`src/rtl/multicycle_controller.sv`:
```
// Moore FSM sequencing a multicycle ARM-style datapath (fetch, decode, memory, ALU, branch).
// Defining MC_BRANCH_LINK_EN adds branch-with-link: BRANCH with Funct[4]=1 also writes PC+4 to LR.
module multicycle_controller (
  input  logic       clk,
  input  logic       reset,
  input  logic [1:0] Op,
  input  logic [5:0] Funct,
  input  logic [2:0] Cond,
  input  logic [3:0] ALUFlags,
  output logic [2:0] RegSrc,
  output logic       AdrSrc,
  output logic       RegWrite,
  output logic       MemWrite,
  output logic       PCWrite,
  output logic       IRWrite,
  output logic [1:0] ImmSrc,
  output logic       AluSrcA,
  output logic [1:0] ALUSrcB,
  output logic [2:0] ALUControl,
  output logic [1:0] ResultSrc,
  output logic [1:0] enhanced_op,
  output logic [3:0] state,
  output logic       undef
);

  typedef enum logic [3:0] {
    S_FETCH  = 4'd0,
    S_DECODE = 4'd1,
    S_MEMADR = 4'd2,
    S_MEMRD  = 4'd3,
    S_MEMWB  = 4'd4,
    S_MEMWR  = 4'd5,
    S_EXECR  = 4'd6,
    S_EXECI  = 4'd7,
    S_ALUWB  = 4'd8,
    S_BRANCH = 4'd9
  } state_t;

  localparam logic [1:0] OP_DP  = 2'b00;
  localparam logic [1:0] OP_MEM = 2'b01;
  localparam logic [1:0] OP_BR  = 2'b10;
  localparam logic [1:0] OP_ENH = 2'b11;

  localparam logic [2:0] ALU_ADD = 3'b000;
  localparam logic [2:0] ALU_SUB = 3'b001;
  localparam logic [2:0] ALU_AND = 3'b010;
  localparam logic [2:0] ALU_ORR = 3'b011;
  localparam logic [2:0] ALU_EOR = 3'b100;
  localparam logic [2:0] ALU_ENH = 3'b111;

  state_t     state_q, state_d;
  logic [3:0] flags_q, flags_d;
  logic       undef_q, undef_d;
  logic [1:0] op_q, op_d;
  logic [5:0] funct_q, funct_d;

  logic       is_cmp;
  logic       regwrite_c, memwrite_c, pcwrite_c, irwrite_c;

  // flags are {N,Z,C,V}
  function automatic logic cond_pass(input logic [2:0] cond, input logic [3:0] f);
    logic n, z, c, v;
    {n, z, c, v} = f;
    case (cond)
      3'b000:  return z;
      3'b001:  return !z;
      3'b010:  return c;
      3'b011:  return !c;
      3'b100:  return n;
      3'b101:  return !n;
      3'b110:  return n == v;
      default: return 1'b1;
    endcase
  endfunction

  function automatic logic [2:0] alu_decode(input logic [1:0] op, input logic [3:0] cmd);
    if (op == OP_ENH) return ALU_ENH;
    case (cmd)
      4'b0100:         return ALU_ADD;
      4'b0010, 4'b1010: return ALU_SUB;
      4'b0000:         return ALU_AND;
      4'b1100:         return ALU_ORR;
      4'b0001:         return ALU_EOR;
      default:         return ALU_ADD;
    endcase
  endfunction

  assign is_cmp = (op_q == OP_DP) && (funct_q[4:1] == 4'b1010);

  always_ff @(posedge clk or negedge reset) begin
    if (!reset) begin
      state_q <= S_FETCH;
      flags_q <= 4'b0000;
      undef_q <= 1'b0;
    end else begin
      state_q <= state_d;
      flags_q <= flags_d;
      undef_q <= undef_d;
    end
  end

  // Decode latches are only meaningful after DECODE, so they carry no reset.
  always_ff @(posedge clk) begin
    op_q    <= op_d;
    funct_q <= funct_d;
  end

  always_comb begin
    state_d = state_q;
    flags_d = flags_q;
    undef_d = 1'b0;
    op_d    = op_q;
    funct_d = funct_q;
    case (state_q)
      S_FETCH: state_d = S_DECODE;
      S_DECODE: begin
        op_d    = Op;
        funct_d = Funct;
        if (!cond_pass(Cond, flags_q)) begin
          state_d = S_FETCH;
        end else begin
          case (Op)
            OP_MEM: state_d = S_MEMADR;
            OP_BR:  state_d = S_BRANCH;
            default: begin
              if ((Op == OP_ENH) && (Funct[5:4] == 2'b11)) begin
                state_d = S_FETCH;
                undef_d = 1'b1;
              end else begin
                state_d = Funct[5] ? S_EXECI : S_EXECR;
              end
            end
          endcase
        end
      end
      S_MEMADR: state_d = funct_q[0] ? S_MEMRD : S_MEMWR;
      S_MEMRD:  state_d = S_MEMWB;
      S_MEMWB:  state_d = S_FETCH;
      S_MEMWR:  state_d = S_FETCH;
      S_EXECR:  state_d = S_ALUWB;
      S_EXECI:  state_d = S_ALUWB;
      S_ALUWB: begin
        state_d = S_FETCH;
        if (funct_q[0] || is_cmp) flags_d = ALUFlags;
      end
      S_BRANCH: state_d = S_FETCH;
      default:  state_d = S_FETCH;
    endcase
  end

  always_comb begin
    RegSrc      = 3'b000;
    AdrSrc      = 1'b0;
    ImmSrc      = 2'b00;
    AluSrcA     = 1'b0;
    ALUSrcB     = 2'b00;
    ALUControl  = ALU_ADD;
    ResultSrc   = 2'b00;
    enhanced_op = 2'b00;
    regwrite_c  = 1'b0;
    memwrite_c  = 1'b0;
    pcwrite_c   = 1'b0;
    irwrite_c   = 1'b0;
    case (state_q)
      S_FETCH: begin
        irwrite_c = 1'b1;
        AluSrcA   = 1'b1;
        ALUSrcB   = 2'b10;
        ResultSrc = 2'b10;
        pcwrite_c = 1'b1;
      end
      S_DECODE: begin
        AluSrcA = 1'b1;
        ALUSrcB = 2'b10;
        RegSrc  = 3'b001;
      end
      S_MEMADR: begin
        ALUSrcB = 2'b01;
        ImmSrc  = 2'b01;
      end
      S_MEMRD: AdrSrc = 1'b1;
      S_MEMWB: begin
        ResultSrc  = 2'b01;
        regwrite_c = 1'b1;
      end
      S_MEMWR: begin
        AdrSrc     = 1'b1;
        memwrite_c = 1'b1;
        RegSrc     = 3'b010;
      end
      // ALU operation is held through ALUWB so ALUFlags stay valid for the flag load.
      S_EXECR, S_EXECI, S_ALUWB: begin
        ALUSrcB    = funct_q[5] ? 2'b01 : 2'b00;
        ALUControl = alu_decode(op_q, funct_q[4:1]);
        if (op_q == OP_ENH) enhanced_op = funct_q[2:1];
        if (state_q == S_ALUWB) regwrite_c = !is_cmp;
      end
      S_BRANCH: begin
        ALUSrcB   = 2'b01;
        ImmSrc    = 2'b10;
        ResultSrc = 2'b10;
        pcwrite_c = 1'b1;
`ifdef MC_BRANCH_LINK_EN
        if (funct_q[4]) begin
          RegSrc[2]  = 1'b1;
          regwrite_c = 1'b1;
        end
`else
`endif
      end
      default: ;
    endcase
  end

  // Enables are gated by reset directly so they drop the instant reset asserts.
  assign RegWrite = regwrite_c & reset;
  assign MemWrite = memwrite_c & reset;
  assign PCWrite  = pcwrite_c  & reset;
  assign IRWrite  = irwrite_c  & reset;
  assign state    = state_q;
  assign undef    = undef_q;

endmodule

```
`config.mk`:
```
export PLATFORM = sky130hd
export DESIGN_NAME = multicycle_controller
export DESIGN_NICKNAME = d
export VERILOG_FILES = /design/src/rtl/multicycle_controller.sv
export SDC_FILE = /design/constraint.sdc
export NUM_CORES = 1
export LEC_CHECK = 0
export BUFFER_PORTS_ARGS = -buffer_cell sky130_fd_sc_hd__buf_2
export CAP_MARGIN = 5
export CELL_PAD_IN_SITES_DETAIL_PLACEMENT = 0
export CELL_PAD_IN_SITES_GLOBAL_PLACEMENT = 1
export CORE_ASPECT_RATIO = 0.5
export CORE_MARGIN = 3
export CORE_UTILIZATION = 34
export CTS_BUF_LIST = sky130_fd_sc_hd__clkbuf_8
export CTS_CLUSTER_SIZE = 16
export DETAILED_ROUTE_END_ITERATION = 8
export PLACE_DENSITY = 0.76
export SYNTH_ARGS = -nofsm -noshare
export SYNTH_HDL_FRONTEND = slang
export SYNTH_SLANG_ARGS = --single-unit
```
`constraint.sdc`:
```
create_clock -name clk -period 1.26 [get_ports clk]
set_input_delay 0.252 -clock clk [delete_from_list [all_inputs] [get_ports clk]]
set_output_delay 0.252 -clock clk [all_outputs]
set_load 0.05 [all_outputs]
```
==> flow_summary_export.csv, run 1 <==
group,metric,value,unit
cts,numCtsBuffers,3,
critical_path,critical_path_arrival,1570,ps
synth,syn_area,0.001089,mm2
power_and_ir_drop,pwr-share-clk,0.070,
power_and_ir_drop,cellLeakagePower,0.9346,nW
detailed_routing,ant_nets,0,
detailed_routing,vias,1047,
synth,syn_inst,106,
cts,clk_pin_slew,60,ps
global_route,grt.total_usage,0.1676,
power_and_ir_drop,peakVddDrop,2224,uV
synth,postSynth.asyncResetShare,0.5294,
timing,whs,172.2,ps
floorplan,placementRows,13,
critical_path,crit_type,"reg2out",
synth,synth-main-ff-cell,"dfrtp_1",
timing,hold_viol_final,0,
power_and_ir_drop,p_sw,2.631,mW
timing,fin_tns_setup,-15120,ps
synth,yosysWarnings,0,
detailed_routing,via_per_inst,4.738,
placement,place_congestion,0.7881,
power_and_ir_drop,finalPower,5.686,mW
global_route,antenna_found_initial,0,
critical_path,start_kind,"flop",
global_route,grt_pass1_wl,4981,um
layout,fin_util,0.7670,
power_and_ir_drop,intPower,3.056,mW
global_route,grt_overflow_total,0,
power_and_ir_drop,power_density,2635,mW/mm2
synth,yosysUniqueCellTypes,38,
power_and_ir_drop,power_frac_seq,0.204,
power_and_ir_drop,combPwrFrac,0.726,
synth,synth-seq-cells,17,
layout,fillers,172,
min_path,hp-class,"in2reg",
timing,rsz0062_at_grt,"yes",
layout,layout-drive-gt1-share,0.7283,
cts,clk_latency,250,ps
detailed_routing,drc_errors,0,
power_and_ir_drop,switching_share,0.4627,
timing,post-route-min-period,1823,ps
timing,worst_clock_skew,1.993,ps
detailed_routing,firstDrtPassIters,4,
floorplan,start_util,0.3868,
outcome,status,"complete, but fails checks",
timing,period_share,1.447,
synth,synth_edf_count,8,
detailed_routing,drt_wl_total,3202,um
synth,ys_seq_area_frac,0.4276,
cts,root_buffer,"clkbuf_8",
layout,layout_common_cells,"buf_6 (28), buf_4 (21), buf_2 (17)",
critical_path,endpoint_kind,"output port",
cts,cts_max_path_buffers,2,
floorplan,die_x,86.02,um
timing,setup_viol,39,
synth,netlist.area_leader.share,0.2207,
layout,multi_input_area,824.5,um2
critical_path,worstPathRequired,1010,ps
layout,regArea,478.0,um2
placement,port_buffers,40,
synth,syn_avg_cell_area,10.27,um2
placement,placed_cell_area,0.001669,mm2
floorplan,dieHeight,46.01,um
timing,setup_ws,-563.3,ps
layout,final_common_cell,"buf_6",
critical_path,crit_fanout,4,
detailed_routing,wl_per_cell,14.49,um
floorplan,pin_count,42,
flow_run,maxCapViolations,0,
layout,final_nets,205,
outcome,failed_checks,"negative setup slack",
detailed_routing,drt_iter0_drc,49,
layout,syn2layout_area_growth,98.28,%
timing,fmax,548.5,MHz
floorplan,die_area,0.003958,mm2
global_route,grt_max_degree,10,
synth,synthTopCellsByArea,"edfxtp_1 (22%), dfrtp_1 (21%), mux2_4 (5.5%)",
layout,stdcell_area,0.002158,mm2
layout,diodes,0,
synth,synth_nets,126,
cts,htreeDepth,1,
global_route,grt_pass1_vias,1028,
synth,synth_top_area_cell,"edfxtp_1",
floorplan,coreArea,0.002814,mm2
cts,cts.sinks,17,
timing,slew_violations,0,
placement,hpwlAfterDp,2167,um
cts,cts_tree,"built",
-- final timing paths --
| kind | to | start | slack (ps) | depth (start not counted) |
|---|---|---|---|---|
| max in group asynchronous | state[2] | reset | 560 | 3 |
| min in group asynchronous | state[3] | reset | 540 | 3 |
| worst min-delay path | funct_q[3] | Funct[3] | 170 | 1 |
| worst max register to register | state[2] | state[2] | -410 | 7 |
| worst min register to register | flags_q[2] | flags_q[2] | 520 | 1 |
| worst max-delay path | ALUControl[2] | funct_q[4] | -560 | 3 |
-- cell usage after synthesis (all sizes together) (2+ instances only) --
cell    number
o22ai        2
buf          5
ha           3
edfxtp       8
mux2i        2
o21ai        5
nand3        3
mux2         4
dfrtp        9
nor3         4
nand2b       7
nand2        8
nor2        15
inv          3
a21oi        8
xor2         4
and2         4
-- layout make-up --
| cell class | count | area share |
|---|---|---|
| inverters | 3 | 0.005217 |
| clock inverters | 1 | 0.001739 |
| well taps | 37 | 0.02145 |
| repair buffers | 79 | 0.3490 |
| clock buffers | 3 | 0.01913 |
| multi-input cells | 81 | 0.3820 |
| flip-flops and latches | 17 | 0.2214 |
-- logic make-up (layout without fill, tap and decap cells) --
kind of cell / after synthesis / count (layout) / share of synthesized area
AOI/OAI and AO/OA: 17 / 17 / 0.1092
xor gates and xnor gates: 5 / 5 / 0.04023
adders and majority gates: 3 / 3 / 0.03449
buffers and inverters: 8 / 86 / 0.04941
DFF: 17 / 17 / 0.4276
muxes: 6 / 6 / 0.07357
other: 1 / 1 / 0.003445
and+or+nand+nor: 49 / 49 / 0.2621
-- per-stage QoR --
stage               worst slack [ps]  cells
CTS                           -565.8    214
finish                        -563.3    221
floorplan                     -662.8    106
global route                  -628.3    221
global placement              -401.0    204
detailed placement            -433.6    204
-- state kept, by name, summed over array words and instances, names as in the netlist --
register	count
state	4
op_q	2
flags_q	4
undef	1
funct_q	6
-- power groups by stage --
stage	clock [mW]	combinational (mW)	sequential, mW
2_1_floorplan	0	2.10	1.25
3_3_place_gp	0	2.87	1.13
3_5_place_dp	0	2.91	1.13
4_1_cts	0.410	3.79	1.14
5_1_grt	0.431	4.32	1.20
6_report	0.398	4.13	1.16
-- worst max-delay path, stage by stage (launching register included) --
cell      delay, ps
edfxtp_1        450
or4b_4          580
a21oi_4         130
buf_6           160
-- repair_timing --
action | CTS | global route
cloned | 0 | 0
buffers inserted | 6 | 9
endpoints found under the setup margin | 40 | 40
resized for setup | 85 | 12
pin swaps | 12 | 12
hold buffers | 1 | 0
endpoints found under the hold margin | 9 | 0
-- metal layers --
layer | GRT usage | wire [um]
met4 | 0.05678 | 22
met1 | 0.2097 | 1384
met5 | 0 | 0
met2 | 0.2956 | 1642
met3 | 0.03430 | 152
(Power assumes the default switching activity.)
==> inputs of run 2 (changes only) <==
--- a/config.mk
+++ b/config.mk
@@ -5,13 +5,14 @@
 export SDC_FILE = /design/constraint.sdc
 export NUM_CORES = 1
 export LEC_CHECK = 0
+export ABC_AREA = 1
 export BUFFER_PORTS_ARGS = -buffer_cell sky130_fd_sc_hd__buf_2
 export CAP_MARGIN = 5
 export CELL_PAD_IN_SITES_DETAIL_PLACEMENT = 0
 export CELL_PAD_IN_SITES_GLOBAL_PLACEMENT = 1
 export CORE_ASPECT_RATIO = 0.5
 export CORE_MARGIN = 3
-export CORE_UTILIZATION = 34
+export CORE_UTILIZATION = 32
 export CTS_BUF_LIST = sky130_fd_sc_hd__clkbuf_8
 export CTS_CLUSTER_SIZE = 16
 export DETAILED_ROUTE_END_ITERATION = 8
==> run 2 against run 1 <==
Net effect: the flow still finishes with violations (negative setup slack); count of clock-buffer cells in the layout stayed put; global-route usage is 0.12 points lower; first-iteration DRC count is 16% lower; clock skew hardly changed; final cell count increased by 18%; maximum frequency decreased by 6.4%; register-to-register slack better by 220 ps; worst setup slack lost 120 ps; wire length up 15%; synthesized cell count increased by 31%; critical path type unchanged; highest routed layer unchanged.
==> flow_summary_export.csv, run 2 <==
group,metric,value,unit
outcome,status,"complete, but fails checks",
outcome,failed_checks,"negative setup slack",
global_route,grt_max_degree,12,
detailed_routing,firstDrtPassIters,4,
layout,final_common_cell,"nand2_1",
global_route,busiest_layer,"met2",
detailed_routing,wl_per_cell,14.21,um
placement,pre_cts_ws,-495.6,ps
synth,yosys-top-cells-count,"nand2_1 (40), inv_1 (17), nand3_1 (16), nor2_1 (11), inv_2 (10)",
detailed_routing,drt_wl_total,3695,um
layout,layout-drive-gt1-share,0.6136,
global_route,grt_pass1_wl,5126,um
layout,diodes,0,
timing,setup_ws,-688.1,ps
power_and_ir_drop,peakVddDrop,1529,uV
layout,final_nets,241,
layout,largest_reg_flops,6,
synth,syn_inst,139,
synth,synth-main-ff-cell,"dfrtp_1",
min_path,hp-class,"in2reg",
global_route,grt.total_usage,0.1663,
synth,synth-seq-cells,17,
global_route,grtUsageMet1,0.2175,
global_route,grtUsageMet3,0.03853,
placement,place_congestion,0.7729,
placement,port_buffers,40,
synth,synthTopCellsByArea,"edfxtp_1 (22%), dfrtp_1 (21%), nand2_1 (14%)",
flow_run,maxCapViolations,0,
synth,synth_nets,159,
floorplan,start_util,0.3463,
synth,ys_seq_area_frac,0.4311,
synth,synth.most_common_cell,"nand2_1",
layout,fin_util,0.6930,
cts,cts.sinks,17,
cts,root_buffer,"clkbuf_8",
synth,syn_avg_cell_area,7.768,um2
timing,hold_viol_final,0,
timing,setup_viol,38,
layout,layout_common_cells,"nand2_1 (32), buf_6 (21), buf_4 (21)",
detailed_routing,vias,1210,
floorplan,dieHeight,47.08,um
global_route,grt_overflow_total,0,
placement,hpwlAfterDp,2303,um
critical_path,start_kind,"flop",
power_and_ir_drop,pwr-share-clk,0.076,
critical_path,crit_type,"reg2out",
synth,synth_top_area_cell,"edfxtp_1",
floorplan,coreArea,0.003118,mm2
power_and_ir_drop,p_sw,2.671,mW
synth,syn_area,0.001080,mm2
timing,worst_clock_skew,2.044,ps
timing,rsz0062_at_grt,"yes",
global_route,grt_pass1_vias,1126,
synth,synth_edf_count,8,
synth,yosysUniqueCellTypes,21,
timing,period_share,1.546,
layout,top_register,"funct_q",
cts,clk_latency,260,ps
global_route,use_met2,0.2904,
critical_path,worstPathRequired,1010,ps
timing,post-route-min-period,1948,ps
timing,fin_tns_setup,-12890,ps
critical_path,endpoint_kind,"output port",
cts,htreeDepth,1,
floorplan,pin_count,42,
power_and_ir_drop,cellLeakagePower,1.062,nW
cts,cts_max_path_buffers,2,
power_and_ir_drop,combPwrFrac,0.740,
synth,yosysWarnings,0,
detailed_routing,drc_errors,0,
cts,cts_tree,"built",
power_and_ir_drop,switching_share,0.4772,
synth,postSynth.asyncResetShare,0.5294,
global_route,antenna_found_initial,0,
detailed_routing,drt_iter0_drc,41,
critical_path,critical_path_arrival,1700,ps
floorplan,die_x,88.15,um
cts,numCtsBuffers,3,
detailed_routing,via_per_inst,4.654,
power_and_ir_drop,intPower,2.926,mW
timing,slew_violations,0,
timing,whs,166.8,ps
layout,syn2layout_area_growth,100.1,%
synth,netlist.area_leader.share,0.2225,
critical_path,crit_fanout,4,
floorplan,placementRows,14,
floorplan,die_area,0.004150,mm2
detailed_routing,ant_nets,0,
timing,fmax,513.3,MHz
cts,clk_pin_slew,70,ps
power_and_ir_drop,power_density,2590,mW/mm2
power_and_ir_drop,power_frac_seq,0.183,
run 2: cell types whose count changed in the layout (fill, tap and decap cells not counted), sizes merged, moves of 3 or more:
cell    before  now
a21oi        8    3
and2         4    0
inv          4   25
mux2         4    0
nand2        8   42
nand2b       7    0
nand3        3   16
o21ai        5    2
xor2         4    0
run 2: cell type report:
type / instances / area, um2
clock buffer: 3 / 41.29
clock inverter: 1 / 7.507
fill: 228 / 957.2
inverter: 28 / 133.9
multi-input combinational: 92 / 658.1
sequential: 17 / 475.5
tap: 40 / 50.05
timing repair buffer: 79 / 794.5
run 2: power groups by stage:
stage                     clock network (mW)  logic [mW]  registers [mW]
after floorplan                            0        1.67            1.18
after global placement                     0        2.77           0.999
after detailed placement                   0        2.81            1.01
after CTS                              0.428        3.54            1.01
after global routing                   0.474        4.37            1.05
final                                  0.427        4.14            1.03
run 2: timing repair:
| action | 4_1_cts | 5_1_grt |
|---|---|---|
| hold buffers | 1 | 0 |
| resized for setup | 76 | 33 |
| setup endpoints to repair | 39 | 39 |
| endpoints found under the hold margin | 9 | 0 |
| cloned | 0 | 1 |
| pin swaps | 11 | 10 |
| buffers inserted | 6 | 11 |
run 2: cell families after synthesis:
| family | share of synthesized area |
|---|---|
| AND/OR/NAND/NOR | 0.3812 |
| buffers and inverters | 0.1124 |
| flip-flops | 0.4311 |
| AO/OA/AOI/OAI | 0.03708 |
| adder cells (fa/ha/maj) | 0.03477 |
| other | 0.003473 |
run 2: layer usage:
metal	wire, um	part of all wire	up-vias
li1	-	-	595
met5	0	0	-
met4	89	0.024	0
met3	118	0.032	8
met2	1885	0.51	24
met1	1601	0.43	583
run 2: worst paths after layout:
| kind | from | to | slack, ps | cells past startpoint |
|---|---|---|---|---|
| worst max-delay path | state[1] | ALUSrcB[0] | -690 | 8 |
| worst min-delay path | Funct[1] | funct_q[1] | 170 | 1 |
| worst max register to register | state[1] | flags_q[0] | -190 | 7 |
| worst min register to register | flags_q[0] | flags_q[0] | 480 | 2 |
| max in group asynchronous | reset | state[1] | 630 | 3 |
| min in group asynchronous | reset | flags_q[2] | 470 | 3 |
run 2: worst max-delay path, cell delays in order, from the launching register on:
cell and delay [ps]:
dfrtp_4 490, nor2_4 100, inv_2 60, nor3_4 300
nor2_4 110, clkinv_4 90, nand2_2 50, nand2_2 80
buf_8 140
run 2: per-stage QoR:
| step | total power [mW] | cells | area [um2] |
|---|---|---|---|
| 6_report | 5.597 | 260 | 2161 |
| 5_1_grt | 5.900 | 260 | 2161 |
| 4_1_cts | 4.977 | 252 | 1966 |
| 3_5_place_dp | 3.812 | 244 | 1632 |
| 3_3_place_gp | 3.774 | 244 | 1632 |
| 2_1_floorplan | 2.845 | 139 | 1181 |
